--- src/rtl/branch_resolve_bht.sv ---
// EX-stage branch resolution with a direct-mapped table of 2-bit saturating counters
// (combinational lookup in IF, training in EX) and saturating branch/mispredict statistics.
module branch_resolve_bht #(
  parameter int unsigned DATA_WIDTH  = 32,
  parameter int unsigned PC_WIDTH    = 32,
  parameter int unsigned BHT_ENTRIES = 64,
  parameter int unsigned STAT_WIDTH  = 16
) (
  input  logic                  clk,
  input  logic                  rst,
  input  logic [PC_WIDTH-1:0]   if_pc,
  output logic                  if_pred_taken,
  input  logic                  meet_branch_ID_EX_o,
  input  logic [2:0]            funct3,
  input  logic [DATA_WIDTH-1:0] forward_rs1,
  input  logic [DATA_WIDTH-1:0] forward_rs2,
  input  logic [PC_WIDTH-1:0]   ex_pc,
  input  logic                  ex_pred_taken,
  input  logic                  stall_EX,
  output logic                  branch_decision,
  output logic                  mispredict,
  output logic                  illegal_branch,
  output logic [STAT_WIDTH-1:0] branch_count,
  output logic [STAT_WIDTH-1:0] mispredict_count
);

  localparam int unsigned Idx = $clog2(BHT_ENTRIES);

  logic [1:0]     bht [BHT_ENTRIES];
  logic [Idx-1:0] if_idx;
  logic [Idx-1:0] ex_idx;
  logic [1:0]     ex_ctr;
  logic [1:0]     ex_ctr_next;
  logic           upd;
  logic           unused_pc_bits;

  assign if_idx = if_pc[Idx+1:2];
  assign ex_idx = ex_pc[Idx+1:2];
  assign unused_pc_bits = ^{if_pc[PC_WIDTH-1:Idx+2], if_pc[1:0],
                            ex_pc[PC_WIDTH-1:Idx+2], ex_pc[1:0]};

  // No write bypass: a same-cycle update to this index shows up next cycle.
  assign if_pred_taken = bht[if_idx][1];

  always_comb begin
    branch_decision = 1'b0;
    illegal_branch  = 1'b0;
    if (meet_branch_ID_EX_o) begin
      unique case (funct3)
        3'b000:         branch_decision = (forward_rs1 == forward_rs2);
        3'b001:         branch_decision = (forward_rs1 != forward_rs2);
        3'b100:         branch_decision = ($signed(forward_rs1) < $signed(forward_rs2));
        3'b101:         branch_decision = ($signed(forward_rs1) >= $signed(forward_rs2));
        3'b110:         branch_decision = (forward_rs1 < forward_rs2);
        3'b111:         branch_decision = (forward_rs1 >= forward_rs2);
        3'b010, 3'b011: illegal_branch  = 1'b1;
      endcase
    end
  end

  // Not gated by stall_EX; the hazard unit qualifies it.
  assign mispredict = meet_branch_ID_EX_o & ~illegal_branch & (branch_decision ^ ex_pred_taken);
  assign upd        = meet_branch_ID_EX_o & ~stall_EX & ~illegal_branch;

  always_comb begin
    ex_ctr      = bht[ex_idx];
    ex_ctr_next = ex_ctr;
    if (branch_decision) begin
      if (ex_ctr != 2'b11) ex_ctr_next = ex_ctr + 2'b01;
    end else begin
      if (ex_ctr != 2'b00) ex_ctr_next = ex_ctr - 2'b01;
    end
  end

  always_ff @(posedge clk) begin
    if (rst) begin
      for (int i = 0; i < int'(BHT_ENTRIES); i++) bht[i] <= 2'b01;
      branch_count     <= '0;
      mispredict_count <= '0;
    end else if (upd) begin
      bht[ex_idx] <= ex_ctr_next;
      if (branch_count != '1) branch_count <= branch_count + STAT_WIDTH'(1);
      if (mispredict && (mispredict_count != '1)) begin
        mispredict_count <= mispredict_count + STAT_WIDTH'(1);
      end
    end
  end

endmodule

--- config.mk ---
export PLATFORM = sky130hd
export DESIGN_NAME = branch_resolve_bht
export DESIGN_NICKNAME = d
export VERILOG_FILES = /design/src/rtl/branch_resolve_bht.sv
export SDC_FILE = /design/constraint.sdc
export NUM_CORES = 1
export LEC_CHECK = 0
export BUFFER_PORTS_ARGS = -buffer_cell sky130_fd_sc_hd__buf_2
export CORE_AREA = 2 2 131 133
export CTS_CLUSTER_DIAMETER = 30
export DETAILED_ROUTE_END_ITERATION = 8
export DIE_AREA = 0 0 133 135
export PLACE_DENSITY_LB_ADDON = 0.05
export SYNTH_ARGS = -nofsm -noshare
export SYNTH_HDL_FRONTEND = slang
export SYNTH_SLANG_ARGS = --single-unit
--- constraint.sdc ---
create_clock -name clk -period 7 [get_ports clk]
set_clock_uncertainty 0.2 [all_clocks]
set_input_delay 0.7 -clock clk [delete_from_list [all_inputs] [get_ports clk]]
set_output_delay 0.7 -clock clk [all_outputs]
set_load 0.03 [all_outputs]
==> qor.csv, run 1 <==
metric;value;unit
grt_first_pass_wirelength;39740;µm
worstSetupPathType;in -> reg;
min_period;4.553;ns
synth-edff-count;128;
first_global_vias;7731;
sequential_cell_area_in_the_final_layout;4484;µm²
die_w;133;µm
power.internal;1686;µW
critical_path.startpoint;ex_pc[4];
crit_required;6.95;ns
syn_area_per_cell;10.09;µm²
layout_cell_share_with_drive_strength_beyond_1;0.2491;
synth-async-reset-ratio;0;
max-slew-margin-rel;0.3315;
cts.clk_slew.worst_paths;0.07;ns
most_used_dff_post_synth;sky130_fd_sc_hd__edfxtp_1;
ioPinCount;172;
tightest_slew;0.9999;ns
die_y;135;µm
drcViolationCount;0;
netlist_instances;1006;
vdd.ir_drop.worst;0.1650;mV
detail-route-antenna-nets;0;
core.rowCount;47;
tritoncts;built;
fmax;219.6;MHz
r2r-end;bht[57][0];
final-setup-viol-count;0;
part_of_the_total_power_dissipated_in_sequential_elements;0.455;
power.total;2311;µW
busiest_layer;met2;
cts.path.max_buffers;2;
post-cts-setup-buffers;0;
detailedPlacementHpwl;16490;µm
synth.lib_cells_used.distinct;65;
first_pass_drt_iterations;6;
fin_tns_setup;0;ns
worst_setup_path_endpoint;bht[42][1];
post-synth-top-area-cell;sky130_fd_sc_hd__edfxtp_1;
synth-seq-cells;160;
timing.reg2reg.worst_path_depth;9;
netSwitchingFraction;0.2706;
most-common-layout-cells;sky130_fd_sc_hd__edfxtp_1 (128), sky130_fd_sc_hd__buf_2 (119), sky130_fd_sc_hd__nor2_1 (113);
routed-via-count;8064;
htreeDepth;4;
drv_cap;0;
multi_input_area;5106;µm²
num-nets-final;1249;
use_met1;0.3813;
seq_area_frac_synth;0.4418;
hold_class;reg -> reg;
drtIter0Drc;802;
power_frac_comb;0.153;
finish.cell_count_without_fillers;1312;
ys_warn_count;0;
worst_setup_path_start_kind;input port;
netlist_area;10150;µm²
synth_largest_type_area_fraction;0.3787;
cts_resized;0;
cts_num_sinks;160;
grt_util_met3;0.06081;
synthTopCellsByArea;sky130_fd_sc_hd__edfxtp_1 (38%), sky130_fd_sc_hd__mux4_2 (7.5%), sky130_fd_sc_hd__dfxtp_1 (6.3%), sky130_fd_sc_hd__ha_1 (4.2%), sky130_fd_sc_hd__nor2_1 (4.2%);
initial_cell_density_of_the_core;0.6186;
routed_wl;24880;µm
worstSkewPairLatency;0.43;ns
setup.worst_path.end_class;flip-flop;
post_drt_via_cell_ratio;6.146;
run_status;finished clean;
use_met2;0.4663;
total_switching_power;625.4;µW
port_buffers;119;
drv_slew;0;
grt_setup_unrepaired;false;
insertedDiodeCount;0;
numCtsBuffers;17;
crit_path_max_fanout;64;
leakage;0.004325;µW
place_congestion;0.8577;
maximum_number_of_pins_on_one_net_before_global_route_repair;65;
ff2ff_setup_slack;3.34;ns
timing_hold_violations_final;0;
flow.area_growth_from_synthesis;11.33;%
layout_commonest_cell;sky130_fd_sc_hd__edfxtp_1;
post-route-period-util;0.6505;
detail_route.wl_per_cell;18.96;µm
die_area;17960;µm²
initial_antenna_violation_count;0;
coreArea;16410;µm²
place.detailed.instances;1280;
grt_overflow;0;
worst-endpoint-arrival;4.51;ns
r2r_start;bht[47][1];
cellPowerDensity;204.6;nW/µm²
fillCellCount;1288;
grtUsageTotal;0.2833;
clock_power_share;0.392;
syn-num-nets;1176;
cts_hold_repair.buffers;0;
clk_root_buffer_cell;sky130_fd_sc_hd__clkbuf_16;
## cell type report
type,count,share of cell area
Multi-Input combinational cell,725,0.4519
Tap cell,220,0.02436
Timing Repair Buffer,131,0.06068
Clock buffer,23,0.04518
Inverter,44,0.01462
Clock inverter,9,0.006422
Sequential cell,160,0.3969
## through the flow
step / setup slack (ns) / cell area, µm² / util / hold slack [ns]
CTS: 2.507 / 11300 / 0.6887 / 0.2972
finish: 2.447 / 11300 / 0.6887 / 0.2919
global placement: 2.166 / 10720 / 0.6532 / 0.2825
global route: 2.254 / 11300 / 0.6887 / 0.3305
detailed placement: 2.102 / 10720 / 0.6532 / 0.2873
floorplan: 2.883 / 10150 / - / 0.4178
## synthesized netlist by cell type (all sizes together), types with 21 or more instances
cell,number
a21oi,33
ha,34
mux2i,36
nand2,60
nand2b,21
dfxtp,32
nor3,62
buf,28
nand3,29
mux2,23
or2,50
o21ai,61
edfxtp,128
nor2,114
mux4,34
inv,44
clkbuf,49
## power by group through the flow
| stage | combinational, µW | sequential, µW | clock, µW |
|---|---|---|---|
| final | 353 | 1050 | 906 |
| after global placement | 344 | 1070 | 0 |
| after floorplan | 256 | 1070 | 0 |
| after detailed placement | 349 | 1070 | 0 |
| after CTS | 350 | 1050 | 911 |
| after global routing | 382 | 1050 | 950 |
## sequential cells by signal, indices dropped and copies added (netlist names)
register and cells:
bht 128, branch_count 16, mispredict_count 16
## routing by layer
metal	part of all wire	up-vias
met4	0.022	0
met5	0	-
met1	0.43	3874
met3	0.072	50
li1	-	3821
met2	0.48	319
## how the worst min path moves through the flow
| stage | cells past startpoint | endpoint | start |
|---|---|---|---|
| CTS | 2 | branch_count[12] | branch_count[12] |
| finish | 2 | branch_count[12] | branch_count[12] |
| global placement | 2 | branch_count[12] | branch_count[12] |
| floorplan | 2 | branch_count[12] | branch_count[12] |
| global route | 2 | branch_count[14] | branch_count[14] |
| detailed placement | 2 | branch_count[12] | branch_count[12] |
## critical path: stages
cell	delay, ns
sky130_fd_sc_hd__buf_2	0.67
sky130_fd_sc_hd__buf_4	0.42
sky130_fd_sc_hd__mux2i_1	0.22
sky130_fd_sc_hd__mux4_2	0.25
sky130_fd_sc_hd__a21oi_1	0.11
sky130_fd_sc_hd__nor4_1	0.49
sky130_fd_sc_hd__and4b_1	0.46
sky130_fd_sc_hd__nand3_1	0.17
sky130_fd_sc_hd__a31oi_4	0.21
sky130_fd_sc_hd__buf_4	0.62
sky130_fd_sc_hd__nor3_1	0.11
## cells by family after synthesis
logic type      after synthesis  synth area share
mux                          93            0.1365
buf+inv                     121           0.05547
flops                       160            0.4418
simple gates                432            0.2175
fa+ha+maj                    34           0.04191
xor+xnor                     15           0.01294
compound gates              151           0.09394
Note: power is estimated with default switching activity, not from simulation.
==> run 2: changes to the inputs <==
--- a/config.mk
+++ b/config.mk
@@ -6,10 +6,10 @@
 export NUM_CORES = 1
 export LEC_CHECK = 0
 export BUFFER_PORTS_ARGS = -buffer_cell sky130_fd_sc_hd__buf_2
-export CORE_AREA = 2 2 131 133
+export CORE_AREA = 2 2 143 145
 export CTS_CLUSTER_DIAMETER = 30
 export DETAILED_ROUTE_END_ITERATION = 8
-export DIE_AREA = 0 0 133 135
+export DIE_AREA = 0 0 145 147
 export PLACE_DENSITY_LB_ADDON = 0.05
 export SYNTH_ARGS = -nofsm -noshare
 export SYNTH_HDL_FRONTEND = slang
==> constraint.sdc (replaced) <==
create_clock -name clk -period 4.1 [get_ports clk]
set_clock_uncertainty 0.2 [all_clocks]
set_input_delay 0.41 -clock clk [delete_from_list [all_inputs] [get_ports clk]]
set_output_delay 0.41 -clock clk [all_outputs]
set_load 0.03 [all_outputs]
==> qor.csv, run 2 (synthesis gave the netlist of run 1 again) <==
metric;value;unit;change
setup.worst_path.end_class;output pin;;was flip-flop
final-setup-viol-count;0;;unchanged
worst_setup_path_start_kind;input port;;unchanged
initial_antenna_violation_count;0;;unchanged
vdd.ir_drop.worst;0.2550;mV;was 0.1650 mV
detail-route-antenna-nets;0;;unchanged
cp_top_family;simple AND/OR/NAND/NOR gates;;was buffers and inverters
cts.path.max_buffers;2;;unchanged
grt_util_met3;0.04938;;was 0.06081
drv_slew;0;;unchanged
routed_wl;26340;µm;was 24880 µm
cts_num_sinks;160;;unchanged
critical_path.cell_chain;buf_2 -> inv_1 -> ha_1 -> nand4_1 -> nor4_1 -> nand2_1 -> xor2_1 -> o311ai_0 -> mux2_2 -> xnor2_1 -> nor2_1 -> buf_2;;was buf_2 -> buf_4 -> mux2i_1 -> mux4_2 -> a21oi_1 -> nor4_1 -> and4b_1 -> nand3_1 -> a31oi_4 -> buf_4 -> nor3_1
postLayoutSetupSlackWorst;0.6574;ns;was 2.447 ns
post_drt_via_cell_ratio;5.772;;was 6.146
largest-register;bht;;unchanged
flip_flop_count_of_the_largest_register_after_layout;128;;unchanged
timing_hold_violations_final;0;;unchanged
grt_setup_unrepaired;false;;unchanged
first_global_vias;7762;;was 7731
maximum_single_stage_delay_on_the_critical_path;0.47;ns;was 0.67 ns
use_met2;0.4140;;was 0.4663
worstSkewPairLatency;0.43;ns;about the same
max-slew-margin-rel;0.2953;;was 0.3315
num-nets-final;1267;;was 1249
clk_root_buffer_cell;sky130_fd_sc_hd__clkbuf_16;;unchanged
maximum_number_of_pins_on_one_net_before_global_route_repair;108;;was 65
tightest_slew;1.057;ns;was 0.9999 ns
tritoncts;built;;unchanged
drcViolationCount;0;;unchanged
insertedDiodeCount;0;;unchanged
min_period;3.443;ns;
crit_required;3.49;ns;was 6.95 ns
use_met1;0.3462;;was 0.3813
power.total;4019;µW;was 2311 µW
critPathSlowestCell;sky130_fd_sc_hd__o311ai_0;;was sky130_fd_sc_hd__buf_2
port_buffers;119;;unchanged
finish.utilization;0.5825;;was 0.6887
top_cell_by_count_worst_path;sky130_fd_sc_hd__buf_2;;was sky130_fd_sc_hd__buf_4
ff2ff_setup_slack;1.04;ns;was 3.34 ns
htreeDepth;4;;unchanged
most-common-layout-cells;sky130_fd_sc_hd__edfxtp_1 (128), sky130_fd_sc_hd__buf_2 (119), sky130_fd_sc_hd__nor2_1 (113);;unchanged
detail_route.wl_per_cell;19.09;µm;was 18.96 µm
timing.critical_path.buf_inv;3;;unchanged
place_congestion;0.8354;;was 0.8577
busiest_layer;met2;;unchanged
drtIter0Drc;563;;was 802
first_pass_drt_iterations;5;;was 6
fmax;290.5;MHz;
worst-endpoint-arrival;2.83;ns;was 4.51 ns
drv_cap;0;;unchanged
die_w;145;µm;was 133 µm
grt_overflow;0;;unchanged
die_area;21320;µm²;was 17960 µm²
flow.area_growth_from_synthesis;13.88;%;was 11.33%
initial_cell_density_of_the_core;0.5115;;was 0.6186
post-route-period-util;0.8397;;
biggest_registers_after_layout;bht: 128 flops, branch_count: 16 flops, mispredict_count: 16 flops;;unchanged
coreArea;19840;µm²;was 16410 µm²
grt_first_pass_wirelength;42230;µm;was 39740 µm
core.rowCount;52;;was 47
die_y;147;µm;was 135 µm
fin_tns_setup;0;ns;unchanged
layout_commonest_cell;sky130_fd_sc_hd__edfxtp_1;;unchanged
routed-via-count;7966;;was 8064
detailedPlacementHpwl;17740;µm;was 16490 µm
final_area;11560;µm²;was 11300 µm²
leakage;0.004423;µW;was 0.004325 µW
place_area;10990;µm²;was 10720 µm²
grtUsageTotal;0.2515;;was 0.2833
numCtsBuffers;17;;unchanged
fillCellCount;1783;;was 1288
crit_path_max_fanout;3;;was 64
hold_class;in -> reg;;was reg -> reg
ioPinCount;172;;unchanged
layout_cell_share_with_drive_strength_beyond_1;0.2595;;was 0.2491
cts_resized;0;;unchanged
cellPowerDensity;347.7;nW/µm²;was 204.6 nW/µm²
pre_cts_ws;0.3103;ns;was 2.102 ns
worstSetupPathType;in -> out;;was in -> reg
run_status;finished clean;;unchanged
cts_hold_repair.buffers;0;;unchanged
post-cts-setup-buffers;0;;unchanged
cts.clk_slew.worst_paths;0.06;ns;was 0.07 ns
-- run 2: changes by cell type in the layout (fill, tap and decap cells not counted), moves of 2 or more --
cell,change
sky130_fd_sc_hd__clkinv_4,-3
sky130_fd_sc_hd__bufinv_16,+2
sky130_fd_sc_hd__buf_12,+6
sky130_fd_sc_hd__buf_4,+12
sky130_fd_sc_hd__clkbuf_8,-2
sky130_fd_sc_hd__inv_6,+3
sky130_fd_sc_hd__clkbuf_16,-2
-- run 2: worst min-delay path, cell delays in order --
cell	delay, ns
sky130_fd_sc_hd__buf_2	0.15
sky130_fd_sc_hd__nor2_1	0.08
sky130_fd_sc_hd__mux2_2	0.14
-- run 2: final timing paths --
check,startpoint,to,cells past startpoint
worst max-delay path,forward_rs2[14],mispredict,12
worst min-delay path,rst,mispredict_count[11],3
worst max register to register,bht[40][1],bht[43][0],9
worst min register to register,branch_count[12],branch_count[12],2
-- run 2: per-layer routing --
layer,vias up,wire length (µm)
met3,29,1571
li1,3860,-
met1,3832,11630
met5,-,0
met4,0,314
met2,245,12830
-- run 2: metrics by stage --
stage          instances  hold WS (ns)
2_1_floorplan       1006        0.4178
3_3_place_gp        1348        0.2837
3_5_place_dp        1348        0.2925
4_1_cts             1380        0.1878
5_1_grt             1380        0.2396
6_report            1380        0.1914
-- run 2: layout make-up --
class	instances	area [µm²]	share of cell area
Clock buffer	20	436.7	0.03778
Clock inverter	12	132.6	0.01147
Inverter	44	165.2	0.01429
Multi-Input combinational cell	725	5106	0.4418
Sequential cell	160	4484	0.3880
Tap cell	270	337.8	0.02923
Timing Repair Buffer	149	895.9	0.07751
-- run 2: report_power, final --
| group | internal [µW] | switching, µW |
|---|---|---|
| logic | 247 | 402 |
| registers | 1780 | 18.5 |
| clock network | 902 | 671 |
| total | 2930 | 1090 |
==> run 3: changes to the inputs <==
--- a/config.mk
+++ b/config.mk
@@ -6,10 +6,10 @@
 export NUM_CORES = 1
 export LEC_CHECK = 0
 export BUFFER_PORTS_ARGS = -buffer_cell sky130_fd_sc_hd__buf_2
-export CORE_AREA = 2 2 143 145
+export CORE_AREA = 2 2 137 139
 export CTS_CLUSTER_DIAMETER = 30
 export DETAILED_ROUTE_END_ITERATION = 8
-export DIE_AREA = 0 0 145 147
+export DIE_AREA = 0 0 139 141
 export PLACE_DENSITY_LB_ADDON = 0.05
 export SYNTH_ARGS = -nofsm -noshare
 export SYNTH_HDL_FRONTEND = slang
==> constraint.sdc (replaced) <==
create_clock -name clk -period 3.5 [get_ports clk]
set_clock_uncertainty 0.2 [all_clocks]
set_input_delay 0.35 -clock clk [delete_from_list [all_inputs] [get_ports clk]]
set_output_delay 0.35 -clock clk [all_outputs]
set_load 0.03 [all_outputs]
==> qor.csv, run 3 (synthesis gave the netlist of run 1 again) <==
metric;value;unit;change
run_status;finished clean;;unchanged
tightest_slew;0.9151;ns;was 1.057 ns
max-slew-margin-rel;0.3885;;was 0.2953
crit_path_max_fanout;3;;unchanged
flow.area_growth_from_synthesis;15.82;%;was 13.88%
post-cts-setup-buffers;0;;unchanged
num-nets-final;1286;;was 1267
place_congestion;0.8444;;was 0.8354
post_drt_via_cell_ratio;5.947;;was 5.772
worstSkewPairLatency;0.43;ns;about the same
worst-endpoint-arrival;2.71;ns;was 2.83 ns
grt_setup_unrepaired;false;;unchanged
drv_cap;0;;unchanged
crit_required;2.95;ns;was 3.49 ns
numCtsBuffers;17;;unchanged
finish.cell_count_without_fillers;1364;;was 1380
drtIter0Drc;613;;was 563
cts.path.max_buffers;2;;unchanged
largest-register;bht;;unchanged
cts_hold_repair.buffers;0;;unchanged
flip_flop_count_of_the_largest_register_after_layout;128;;unchanged
core.rowCount;50;;was 52
initial_antenna_violation_count;1;;was 0
leakage;0.004553;µW;was 0.004423 µW
port_buffers;119;;unchanged
biggest_registers_after_layout;bht: 128 flops, branch_count: 16 flops, mispredict_count: 16 flops;;unchanged
drv_slew;0;;unchanged
r2r_start;bht[46][1];;was bht[40][1]
cellPowerDensity;413.3;nW/µm²;was 347.7 nW/µm²
grt_first_pass_wirelength;41370;µm;was 42230 µm
timing.reg2reg.worst_path_depth;9;;unchanged
post-route-period-util;0.9317;;
power.total;4858;µW;was 4019 µW
hold_end;bht[5][0];;was mispredict_count[11]
die_w;139;µm;was 145 µm
hold_class;in -> reg;;unchanged
coreArea;18270;µm²;was 19840 µm²
most-common-layout-cells;sky130_fd_sc_hd__edfxtp_1 (128), sky130_fd_sc_hd__buf_2 (119), sky130_fd_sc_hd__nor2_1 (113);;unchanged
min_period;3.261;ns;
cts_num_sinks;160;;unchanged
maximum_single_stage_delay_on_the_critical_path;0.45;ns;was 0.47 ns
die_area;19600;µm²;was 21320 µm²
initial_cell_density_of_the_core;0.5556;;was 0.5115
fin_tns_setup;0;ns;unchanged
detail-route-antenna-nets;0;;unchanged
detailedPlacementHpwl;17930;µm;was 17740 µm
timing_hold_violations_final;0;;unchanged
final-setup-viol-count;0;;unchanged
drcViolationCount;0;;unchanged
detail_route.wl_per_cell;19.09;µm;about the same
worstSetupPathType;in -> out;;unchanged
tritoncts;built;;unchanged
vdd.ir_drop.worst;0.3806;mV;was 0.2550 mV
layout_cell_share_with_drive_strength_beyond_1;0.2737;;was 0.2595
ff2ff_setup_slack;0.53;ns;was 1.04 ns
routed_wl;26030;µm;was 26340 µm
fmax;306.7;MHz;
place_area;11140;µm²;was 10990 µm²
final_area;11760;µm²;was 11560 µm²
layout_commonest_cell;sky130_fd_sc_hd__edfxtp_1;;unchanged
ioPinCount;172;;unchanged
grtUsageTotal;0.2692;;was 0.2515
htreeDepth;4;;unchanged
whs_path_depth;3;;unchanged
worst_setup_path_start_kind;input port;;unchanged
worstHoldStart;ex_pc[7];;was rst
place.detailed.instances;1331;;was 1348
setup.worst_path.end_class;output pin;;unchanged
r2r-end;bht[19][0];;was bht[43][0]
critPathSlowestCell;sky130_fd_sc_hd__a2111oi_0;;was sky130_fd_sc_hd__o311ai_0
first_pass_drt_iterations;5;;unchanged
grt_overflow;0;;unchanged
routed-via-count;8112;;was 7966
clk_root_buffer_cell;sky130_fd_sc_hd__clkbuf_16;;unchanged
maximum_number_of_pins_on_one_net_before_global_route_repair;90;;was 108
die_y;141;µm;was 147 µm
critical_path.cell_chain;buf_2 -> ha_1 -> a21oi_1 -> nor2_1 -> a2111oi_0 -> o31ai_1 -> a21oi_1 -> mux2_2 -> xnor2_1 -> nor2_1 -> buf_2;;was buf_2 -> inv_1 -> ha_1 -> nand4_1 -> nor4_1 -> nand2_1 -> xor2_1 -> o311ai_0 -> mux2_2 -> xnor2_1 -> nor2_1 -> buf_2
cts.clk_slew.worst_paths;0.06;ns;about the same
first_global_vias;7748;;was 7762
run 3: where the power goes:
group	total (µW)	internal, µW	switching, µW
logic	791	315	475
registers	2110	2080	22.4
clock network	1960	1170	793
run 3: how the worst max path moves through the flow:
stage                         start             endpoint  slack [ns]
floorplan                  if_pc[2]        if_pred_taken        0.08
global placement     forward_rs1[6]  mispredict_count[0]        0.08
detailed placement   forward_rs1[6]  mispredict_count[0]        0.06
CTS                 forward_rs2[14]           mispredict        0.14
global route         forward_rs1[3]           mispredict        0.01
finish               forward_rs1[3]           mispredict        0.24
run 3: worst max-delay path: cells and delay by family:
kind / cells / cell delay, ns
xor+xnor: 1 / 0.14
mux: 1 / 0.44
compound gates: 4 / 1.00
buf+inv: 2 / 0.31
simple gates: 2 / 0.16
fa+ha+maj: 1 / 0.32
run 3: per-stage QoR:
| step | setup slack (ns) | utilization | hold WS [ns] |
|---|---|---|---|
| floorplan | 0.08322 | - | 0.4178 |
| global placement | 0.07932 | 0.6097 | 0.2871 |
| detailed placement | 0.06351 | 0.6097 | 0.2959 |
| CTS | 0.1355 | 0.6434 | 0.1997 |
| global route | 0.01055 | 0.6435 | 0.2340 |
| finish | 0.2391 | 0.6435 | 0.2287 |
run 3: final cells by class:
class	instances	area, µm²
multi-input cells	725	5106
clock inverters	11	155.1
clock buffers	21	460.4
flip-flops and latches	160	4484
diodes	1	2.502
repair buffers	168	1089
well taps	234	292.8
inverters	44	165.2
fillers	1523	6513
run 3: repair_timing:
action                                  CTS  global route
resized for setup                         0             1
endpoints found under the setup margin    0             2
endpoints found under the hold margin     0             0
run 3: routing by layer:
metal  share of wire  up-vias  global-route usage
li1                -     3894                   -
met1            0.43     3874              0.3715
met2            0.48      297              0.4413
met3           0.064       47             0.03736
met4           0.021        0             0.09304
met5               0        -                   0
